--- config.mk ---
export PLATFORM = sky130hd
export DESIGN_NAME = load_store_unit_flat
export DESIGN_NICKNAME = d
export VERILOG_FILES = /design/src/rtl/load_store_unit_if.sv /design/src/rtl/load_store_unit.sv /design/src/flat_wrapper.sv
export SDC_FILE = /design/constraint.sdc
export NUM_CORES = 1
export LEC_CHECK = 0
export ABC_AREA = 0
export CORE_MARGIN = 1
export CORE_UTILIZATION = 45
export CTS_CLUSTER_DIAMETER = 200
export CTS_CLUSTER_SIZE = 40
export DETAILED_ROUTE_END_ITERATION = 12
export MAX_ROUTING_LAYER = met4
export PLACE_DENSITY = 0.86
export SETUP_SLACK_MARGIN = 0.15
export SYNTH_ARGS = -nofsm -noshare
export SYNTH_HDL_FRONTEND = slang
export SYNTH_SLANG_ARGS = --single-unit
--- constraint.sdc ---
create_clock -name clk -period 18 [get_ports clk]
set_input_delay 3.6 -clock clk [delete_from_list [all_inputs] [get_ports clk]]
set_output_delay 3.6 -clock clk [all_outputs]
set_load 0.03 [all_outputs]
--- src/rtl/load_store_unit_if.sv ---
// Purpose: request/response and data-memory signals of the load/store unit.
// Latency: none, wires only.
// Backpressure: req_ready carries the unit's stall back to the MEM stage.
//
// Signals:
//   req_valid/req_ready      request handshake
//   req_store/size/unsigned  operation, access size (00 b, 01 h, 10 w, 11 d), load extension
//   req_addr/req_wdata       byte address, right-aligned store data
//   resp_valid/rdata/err     one-cycle response pulse with load data / error flag
//   mem_adr/datain/w/r       dword-aligned memory address, write data, strobes
//   mem_dataout              combinational read data from memory
//
// Modports: slave is the unit itself; master is its environment (pipeline MEM stage
// together with the data memory, which supplies mem_dataout).
interface load_store_unit_if;
    logic        req_valid;
    logic        req_ready;
    logic        req_store;
    logic [1:0]  req_size;
    logic        req_unsigned;
    logic [63:0] req_addr;
    logic [63:0] req_wdata;
    logic        resp_valid;
    logic [63:0] resp_rdata;
    logic        resp_err;
    logic [63:0] mem_adr;
    logic [63:0] mem_datain;
    logic        mem_w;
    logic        mem_r;
    logic [63:0] mem_dataout;

    modport slave (
        input  req_valid, req_store, req_size, req_unsigned, req_addr, req_wdata,
        input  mem_dataout,
        output req_ready, resp_valid, resp_rdata, resp_err,
        output mem_adr, mem_datain, mem_w, mem_r
    );

    modport master (
        output req_valid, req_store, req_size, req_unsigned, req_addr, req_wdata,
        output mem_dataout,
        input  req_ready, resp_valid, resp_rdata, resp_err,
        input  mem_adr, mem_datain, mem_w, mem_r
    );
endinterface

--- src/rtl/load_store_unit.sv ---
// Purpose: single-outstanding load/store initiator for the 64-bit byte-addressed data memory.
// Latency: accept->resp_valid: load 2, dword store 2, sub-dword store 3 (read-merge-write), error 1.
// Backpressure: req_ready is high only in IDLE; the MEM stage holds its request until accepted.
//
// Ports:
//   clk    rising-edge clock
//   reset  asynchronous active-high reset; aborts any access in flight without a response
//   lsu    load_store_unit_if.slave: request/response handshake and data-memory port
//
// Build option: define LSU_ALIGN_CHECK_EN to reject misaligned or out-of-range requests
// with resp_err. Without it no checks are made, resp_err is 0, and lanes that run past
// the dword boundary are truncated (store bytes dropped, load bytes read as 0).
module load_store_unit #(
    parameter int unsigned MEM_BYTES = 32
) (
    input  logic               clk,
    input  logic               reset,
    load_store_unit_if.slave   lsu
);

    if ((MEM_BYTES % 8) != 0 || MEM_BYTES == 0) begin : g_bad_mem_bytes
        $error("load_store_unit: MEM_BYTES must be a nonzero multiple of 8");
    end

    typedef enum logic [1:0] {
        S_IDLE,
        S_RD,
        S_WR,
        S_RESP
    } state_t;

    state_t      state_q, state_d;

    // Request fields captured at the accept edge
    logic        store_q;
    logic [1:0]  size_q;
    logic        unsigned_q;
    logic [2:0]  lane_q;
    logic [63:0] base_q;
    logic [63:0] wdata_q;
    logic        err_q;
    // Memory dword captured at the end of RD
    logic [63:0] rbuf_q;

    logic        accept;
    logic        req_err;

    assign accept = lsu.req_valid && (state_q == S_IDLE);

    // ------------------------------------------------------------------
    // Request checking
    // ------------------------------------------------------------------
`ifdef LSU_ALIGN_CHECK_EN
    logic misaligned;
    logic out_of_range;

    // The lane must be a multiple of the access size.
    always_comb begin
        misaligned = 1'b0;
        case (lsu.req_size)
            2'b00:   misaligned = 1'b0;
            2'b01:   misaligned = lsu.req_addr[0];
            2'b10:   misaligned = |lsu.req_addr[1:0];
            default: misaligned = |lsu.req_addr[2:0];
        endcase
    end

    assign out_of_range = {lsu.req_addr[63:3], 3'b000} >= 64'(MEM_BYTES);
    assign req_err      = misaligned | out_of_range;
`else
    assign req_err = 1'b0;
`endif

    // ------------------------------------------------------------------
    // Store merge: the store data is shifted up to its lane and replaces
    // the selected bytes of the dword read back during RD. Bytes that would
    // land past lane 7 fall off the top of both the data and the byte mask.
    // ------------------------------------------------------------------
    logic [7:0]  size_mask;
    logic [7:0]  byte_mask;
    logic [63:0] wdata_shifted;
    logic [63:0] merged;
    logic [63:0] wbuf;

    always_comb begin
        case (size_q)
            2'b00:   size_mask = 8'h01;
            2'b01:   size_mask = 8'h03;
            2'b10:   size_mask = 8'h0F;
            default: size_mask = 8'hFF;
        endcase
    end

    assign byte_mask     = size_mask << lane_q;
    assign wdata_shifted = wdata_q << {lane_q, 3'b000};

    always_comb begin
        merged = rbuf_q;
        for (int i = 0; i < 8; i++) begin
            if (byte_mask[i]) begin
                merged[8*i +: 8] = wdata_shifted[8*i +: 8];
            end
        end
    end

    // A dword store skips the read, so the merge source is not valid there.
    assign wbuf = (size_q == 2'b11) ? wdata_q : merged;

    // ------------------------------------------------------------------
    // Load extraction: shift the lane down (zero fill past byte 7), keep
    // the access width, then sign- or zero-extend.
    // ------------------------------------------------------------------
    logic [63:0] rbuf_shifted;
    logic        ext_neg;
    logic [63:0] load_val;

    assign rbuf_shifted = rbuf_q >> {lane_q, 3'b000};

    always_comb begin
        ext_neg  = 1'b0;
        load_val = rbuf_shifted;
        case (size_q)
            2'b00: begin
                ext_neg  = ~unsigned_q & rbuf_shifted[7];
                load_val = {{56{ext_neg}}, rbuf_shifted[7:0]};
            end
            2'b01: begin
                ext_neg  = ~unsigned_q & rbuf_shifted[15];
                load_val = {{48{ext_neg}}, rbuf_shifted[15:0]};
            end
            2'b10: begin
                ext_neg  = ~unsigned_q & rbuf_shifted[31];
                load_val = {{32{ext_neg}}, rbuf_shifted[31:0]};
            end
            default: begin
                ext_neg  = 1'b0;
                load_val = rbuf_shifted;
            end
        endcase
    end

    // ------------------------------------------------------------------
    // State and request registers
    // ------------------------------------------------------------------
    always_ff @(posedge clk or posedge reset) begin
        if (reset) begin
            state_q <= S_IDLE;
        end else begin
            state_q <= state_d;
        end
    end

    always_ff @(posedge clk or posedge reset) begin
        if (reset) begin
            store_q    <= 1'b0;
            size_q     <= 2'b00;
            unsigned_q <= 1'b0;
            lane_q     <= 3'd0;
            base_q     <= '0;
            wdata_q    <= '0;
            err_q      <= 1'b0;
            rbuf_q     <= '0;
        end else begin
            if (accept) begin
                store_q    <= lsu.req_store;
                size_q     <= lsu.req_size;
                unsigned_q <= lsu.req_unsigned;
                lane_q     <= lsu.req_addr[2:0];
                base_q     <= {lsu.req_addr[63:3], 3'b000};
                wdata_q    <= lsu.req_wdata;
                err_q      <= req_err;
            end
            if (state_q == S_RD) begin
                rbuf_q <= lsu.mem_dataout;
            end
        end
    end

    // mem_adr follows the captured base, so it holds between accesses.
    assign lsu.mem_adr = base_q;

    // ------------------------------------------------------------------
    // Next state and outputs. Outputs depend on state and captured fields
    // only; req_* feed nothing but the next-state choice in IDLE.
    // ------------------------------------------------------------------
    always_comb begin
        state_d        = state_q;
        lsu.req_ready  = 1'b0;
        lsu.mem_r      = 1'b0;
        lsu.mem_w      = 1'b0;
        lsu.mem_datain = '0;
        lsu.resp_valid = 1'b0;
        lsu.resp_rdata = '0;
        lsu.resp_err   = 1'b0;

        case (state_q)
            S_IDLE: begin
                lsu.req_ready = 1'b1;
                if (lsu.req_valid) begin
                    if (req_err) begin
                        state_d = S_RESP;
                    end else if (lsu.req_store && (lsu.req_size == 2'b11)) begin
                        state_d = S_WR;
                    end else begin
                        state_d = S_RD;
                    end
                end
            end
            S_RD: begin
                lsu.mem_r = 1'b1;
                state_d   = store_q ? S_WR : S_RESP;
            end
            S_WR: begin
                lsu.mem_w      = 1'b1;
                lsu.mem_datain = wbuf;
                state_d        = S_RESP;
            end
            S_RESP: begin
                lsu.resp_valid = 1'b1;
                lsu.resp_rdata = (store_q || err_q) ? 64'd0 : load_val;
`ifdef LSU_ALIGN_CHECK_EN
                lsu.resp_err   = err_q;
`endif
                state_d        = S_IDLE;
            end
            default: begin
                state_d = S_IDLE;
            end
        endcase
    end

endmodule

--- src/flat_wrapper.sv ---
// flat-port wrapper written by rule: the top's interface ports become plain ports
module load_store_unit_flat 
#(
    parameter int unsigned MEM_BYTES = 32
)
  (clk, reset, lsu_req_valid, lsu_req_store, lsu_req_size, lsu_req_unsigned, lsu_req_addr, lsu_req_wdata, lsu_mem_dataout, lsu_req_ready, lsu_resp_valid, lsu_resp_rdata, lsu_resp_err, lsu_mem_adr, lsu_mem_datain, lsu_mem_w, lsu_mem_r);
  load_store_unit_if lsu_i ();
  input  logic clk;
  input  logic reset;
  input wire logic [$bits(lsu_i.req_valid)-1:0] lsu_req_valid;
  input wire logic [$bits(lsu_i.req_store)-1:0] lsu_req_store;
  input wire logic [$bits(lsu_i.req_size)-1:0] lsu_req_size;
  input wire logic [$bits(lsu_i.req_unsigned)-1:0] lsu_req_unsigned;
  input wire logic [$bits(lsu_i.req_addr)-1:0] lsu_req_addr;
  input wire logic [$bits(lsu_i.req_wdata)-1:0] lsu_req_wdata;
  input wire logic [$bits(lsu_i.mem_dataout)-1:0] lsu_mem_dataout;
  output wire logic [$bits(lsu_i.req_ready)-1:0] lsu_req_ready;
  output wire logic [$bits(lsu_i.resp_valid)-1:0] lsu_resp_valid;
  output wire logic [$bits(lsu_i.resp_rdata)-1:0] lsu_resp_rdata;
  output wire logic [$bits(lsu_i.resp_err)-1:0] lsu_resp_err;
  output wire logic [$bits(lsu_i.mem_adr)-1:0] lsu_mem_adr;
  output wire logic [$bits(lsu_i.mem_datain)-1:0] lsu_mem_datain;
  output wire logic [$bits(lsu_i.mem_w)-1:0] lsu_mem_w;
  output wire logic [$bits(lsu_i.mem_r)-1:0] lsu_mem_r;
  assign lsu_i.req_valid = lsu_req_valid;
  assign lsu_i.req_store = lsu_req_store;
  assign lsu_i.req_size = lsu_req_size;
  assign lsu_i.req_unsigned = lsu_req_unsigned;
  assign lsu_i.req_addr = lsu_req_addr;
  assign lsu_i.req_wdata = lsu_req_wdata;
  assign lsu_i.mem_dataout = lsu_mem_dataout;
  assign lsu_req_ready = lsu_i.req_ready;
  assign lsu_resp_valid = lsu_i.resp_valid;
  assign lsu_resp_rdata = lsu_i.resp_rdata;
  assign lsu_resp_err = lsu_i.resp_err;
  assign lsu_mem_adr = lsu_i.mem_adr;
  assign lsu_mem_datain = lsu_i.mem_datain;
  assign lsu_mem_w = lsu_i.mem_w;
  assign lsu_mem_r = lsu_i.mem_r;
  load_store_unit #(.MEM_BYTES(MEM_BYTES)) u_core (.clk(clk), .reset(reset), .lsu(lsu_i));
endmodule
==> metrics.cfg <==
[outcome]
run_status = finished clean

[final_layout]
area_growth_pct = 35.1
fraction_of_layout_instances_using_a_drive_strength_above_1_pct = 22.3
commonest_non_fill_non_tap_cells_in_the_layout = 391 x clkdlybuf4s50_1, 244 x mux2_2, 195 x dfrtp_1, 108 x nand2_1, 106 x mux2i_1
antenna_cells_inserted = 0
mostFrequentLayoutCell = clkdlybuf4s50_1
stdcell_count = 1919
final_area_mm2 = 0.0176
layout.nets = 1731
utilization_of_the_core_after_routing_pct = 62.6

[clock_tree]
cts.reportedPaths.clkPinSlew_ns = 0.07
clockRootBuffer = clkbuf_16
tritoncts_clock_tree = yes
cts_buffer_depth = 2
post-cts-setup-buffers = 0
cts_repair_resize_count = 0
tritoncts_num_sinks = 198
cts_buffers = 17
ctsHtreeMaxLevel = 4
hold_buffers = 0
clock_latency_ns = 0.45

[place]
place_congestion = 0.970
dp_slack_ns = 9.96
port_buffers = 391
dpl.cell_count = 1887
dp_hpwl_mm = 36.9
postPlaceCellArea_mm2 = 0.0170

[routing]
detail-route-antenna-nets = 0
route.detailed.drc = 0
drt_first_pass_iters = 6
number_of_vias_per_cell = 6.07
dr.first_iter.drc_count = 1147
vias_after_detailed_routing = 11700
detail_route.wl_per_cell_um = 25.9
routed_wirelength_mm = 49.7

[critical_path]
required_ns = 14.40
cp_data_arrival_time_ns = 4.94
startpoint_type = flip-flop
worstSetupEndpointType = output pin
crit_path_frequent_cell = buf_4
maximum_single_stage_delay_on_the_critical_path_ns = 0.90
worst-setup-path-type = flip-flop to output pin
crit_path_cell_trace = buf_4, mux4_1, mux2i_1, nor4_1, a311oi_4, buf_4, nor2_1, clkdlybuf4s50_1
top_fanout_value_on_the_critical_path = 64
crit_slowest_cell = dfrtp_4

[power]
power.density_cell_area_mw_per_mm2 = 234
pwr-share-seq_pct = 27.0
cell_internal_power_mw = 2.08
comb_power_share_pct = 62.9
p_leak_nw = 7.13
p_total_mw = 4.12
clock_power_share_pct = 10.1
net_switching_mw = 2.05
max-vdd-ir-drop_v = 0.000115
netSwitchingFraction_pct = 49.6

[global_routing]
first_global_vias = 11800
grt.total_usage_pct = 34.6
grt.overflow.total = 0
grt_antenna_before_repair = 0
grt_max_degree = 131
grt_pass1_wl_mm = 72.3

[hold_path]
holdCritPathClass = flip-flop to flip-flop

[sta]
clock-skew-final_ns = 0.0125
layout_min_cycle_time_ns = 8.54
maxSlewHeadroom_pct = 11.3
final.period_utilization_pct = 47.4
timing.fmax_mhz = 117
final_hold_viol_count = 0
worst_hold_slack_ns = 0.507
max_slew.worst_pin.slew_ns = 1.33
rsz0062_at_grt = false
postLayoutSetupSlackWorst_ns = 9.46
final_max_slew_viol_count = 0
tns_ns = 0
setup_viol = 0

[synth]
synth_seq_area_share_pct = 38.0
yosysTopAreaCell = dfrtp_1
number_of_enable_flip_flop_cells_after_synthesis = 0
syn-mean-instance-area_um2 = 10.8
synth_area_mm2 = 0.0131
postSynthCellCount = 1213
synth.area.top_cells = dfrtp_1 38%, mux2_2 21%, mux2i_1 8.1%, mux4_2 5.3%, nand2_1 3.2%
yosysTopAreaCellShare_pct = 38.0
synthesis.yosys.warnings = 0
synth.ff_latch_count = 198
async_flop_share_pct = 100
synth_cell_types = 53
dominantRegCellSynth = dfrtp_1

[floorplanning]
row_count = 61
die-height_um = 172
die_x_um = 172
fp.coreArea_mm2 = 0.0282
die_footprint_mm2 = 0.0297
floorplan.io_pins = 396
initial_utilization_pct = 46.3

[flow_run]
drv_cap = 0

[cell usage after synthesis, types with 3 or more instances]
master,count
mux2_2,244
nand2_1,110
a21oi_1,82
nor3_1,4
a211oi_1,10
buf_1,9
inv_1,16
nand3_1,10
ha_1,4
a21boi_0,14
o22ai_1,9
mux4_2,31
nor2b_1,9
clkbuf_1,48
mux2i_1,106
o211ai_1,24
and2_1,16
a221oi_1,8
o21a_1,3
a32o_1,8
o21ai_0,35
buf_4,16
dfrtp_1,198
a22o_1,7
o2bb2ai_1,15
nor2_1,77
buf_6,10
o221ai_1,8
o31ai_1,8
buf_2,30
o211a_1,16
[layout make-up]
| type | instances | area (µm²) |
|---|---|---|
| fillers | 2263 | 10500 |
| clock inverters | 13 | 181 |
| multi-input cells | 889 | 7470 |
| inverters | 16 | 67.6 |
| repair buffers | 406 | 4030 |
| flip-flops and latches | 198 | 4960 |
| well taps | 378 | 473 |
| clock buffers | 19 | 443 |
[power groups by stage]
stage / logic (mW) / clock network, mW / registers [mW]
finish: 2.59 / 0.417 / 1.11
global route: 2.75 / 0.438 / 1.12
CTS: 2.58 / 0.422 / 1.09
detailed placement: 2.57 / 0 / 1.10
global placement: 2.54 / 0 / 1.09
floorplan: 1.74 / 0 / 0.986
[cell families after synthesis]
family          after synthesis  synth area share (%)
compound gates              263                  14.2
fa+ha+maj                     4                 0.384
buf+inv                     129                  5.03
flops                       198                  38.0
mux                         382                  34.7
other cells                   1                0.0287
simple gates                236                  7.65
[flip-flops by register name (all words and copies together) (netlist names)]
signal              flops
u_core.store_q          1
u_core.wdata_q         64
u_core.unsigned_q       1
u_core.state_q          2
u_core.size_q           2
u_core.lane_q           3
u_core.lsu.mem_adr     61
u_core.rbuf_q          64
[path summary, 6_finish.rpt]
| check | start | endpoint | slack [ns] | cells after the start |
|---|---|---|---|---|
| hold reg to reg | u_core.lsu.mem_adr[55]$_DFFE_PP0P_ | u_core.lsu.mem_adr[55]$_DFFE_PP0P_ | 0.51 | 1 |
| min in group asynchronous | reset | u_core.wdata_q[5]$_DFFE_PP0P_ | 3.74 | 2 |
| setup / recovery | u_core.lane_q[0]$_DFFE_PP0P_ | lsu_resp_rdata[38] | 9.46 | 8 |
| max in group asynchronous | reset | u_core.lane_q[1]$_DFFE_PP0P_ | 12.70 | 3 |
| setup reg to reg | u_core.state_q[0]$_DFFE_PP0P_ | u_core.wdata_q[63]$_DFFE_PP0P_ | 15.09 | 5 |
| hold / removal | u_core.lsu.mem_adr[55]$_DFFE_PP0P_ | u_core.lsu.mem_adr[55]$_DFFE_PP0P_ | 0.51 | 1 |
[per-layer routing]
layer	wire length (µm)	track usage, %	part of all wire (%)	vias up
met5	0	-	0	-
met4	2270	16.1	4.6	0
met3	4390	7.16	8.8	141
met2	24300	57.3	49	728
met1	18700	40.4	38	5700
li1	-	-	-	5085
[critical path: cells and delay by family, from the launching register on]
| family | cells | cell delay [ns] |
|---|---|---|
| buffers and inverters | 3 | 1.76 |
| AOI/OAI and AO/OA | 1 | 0.71 |
| and+or+nand+nor | 2 | 0.19 |
| muxes | 2 | 0.87 |
| DFF | 1 | 0.90 |
Note: power is estimated with default switching activity, not from simulation.
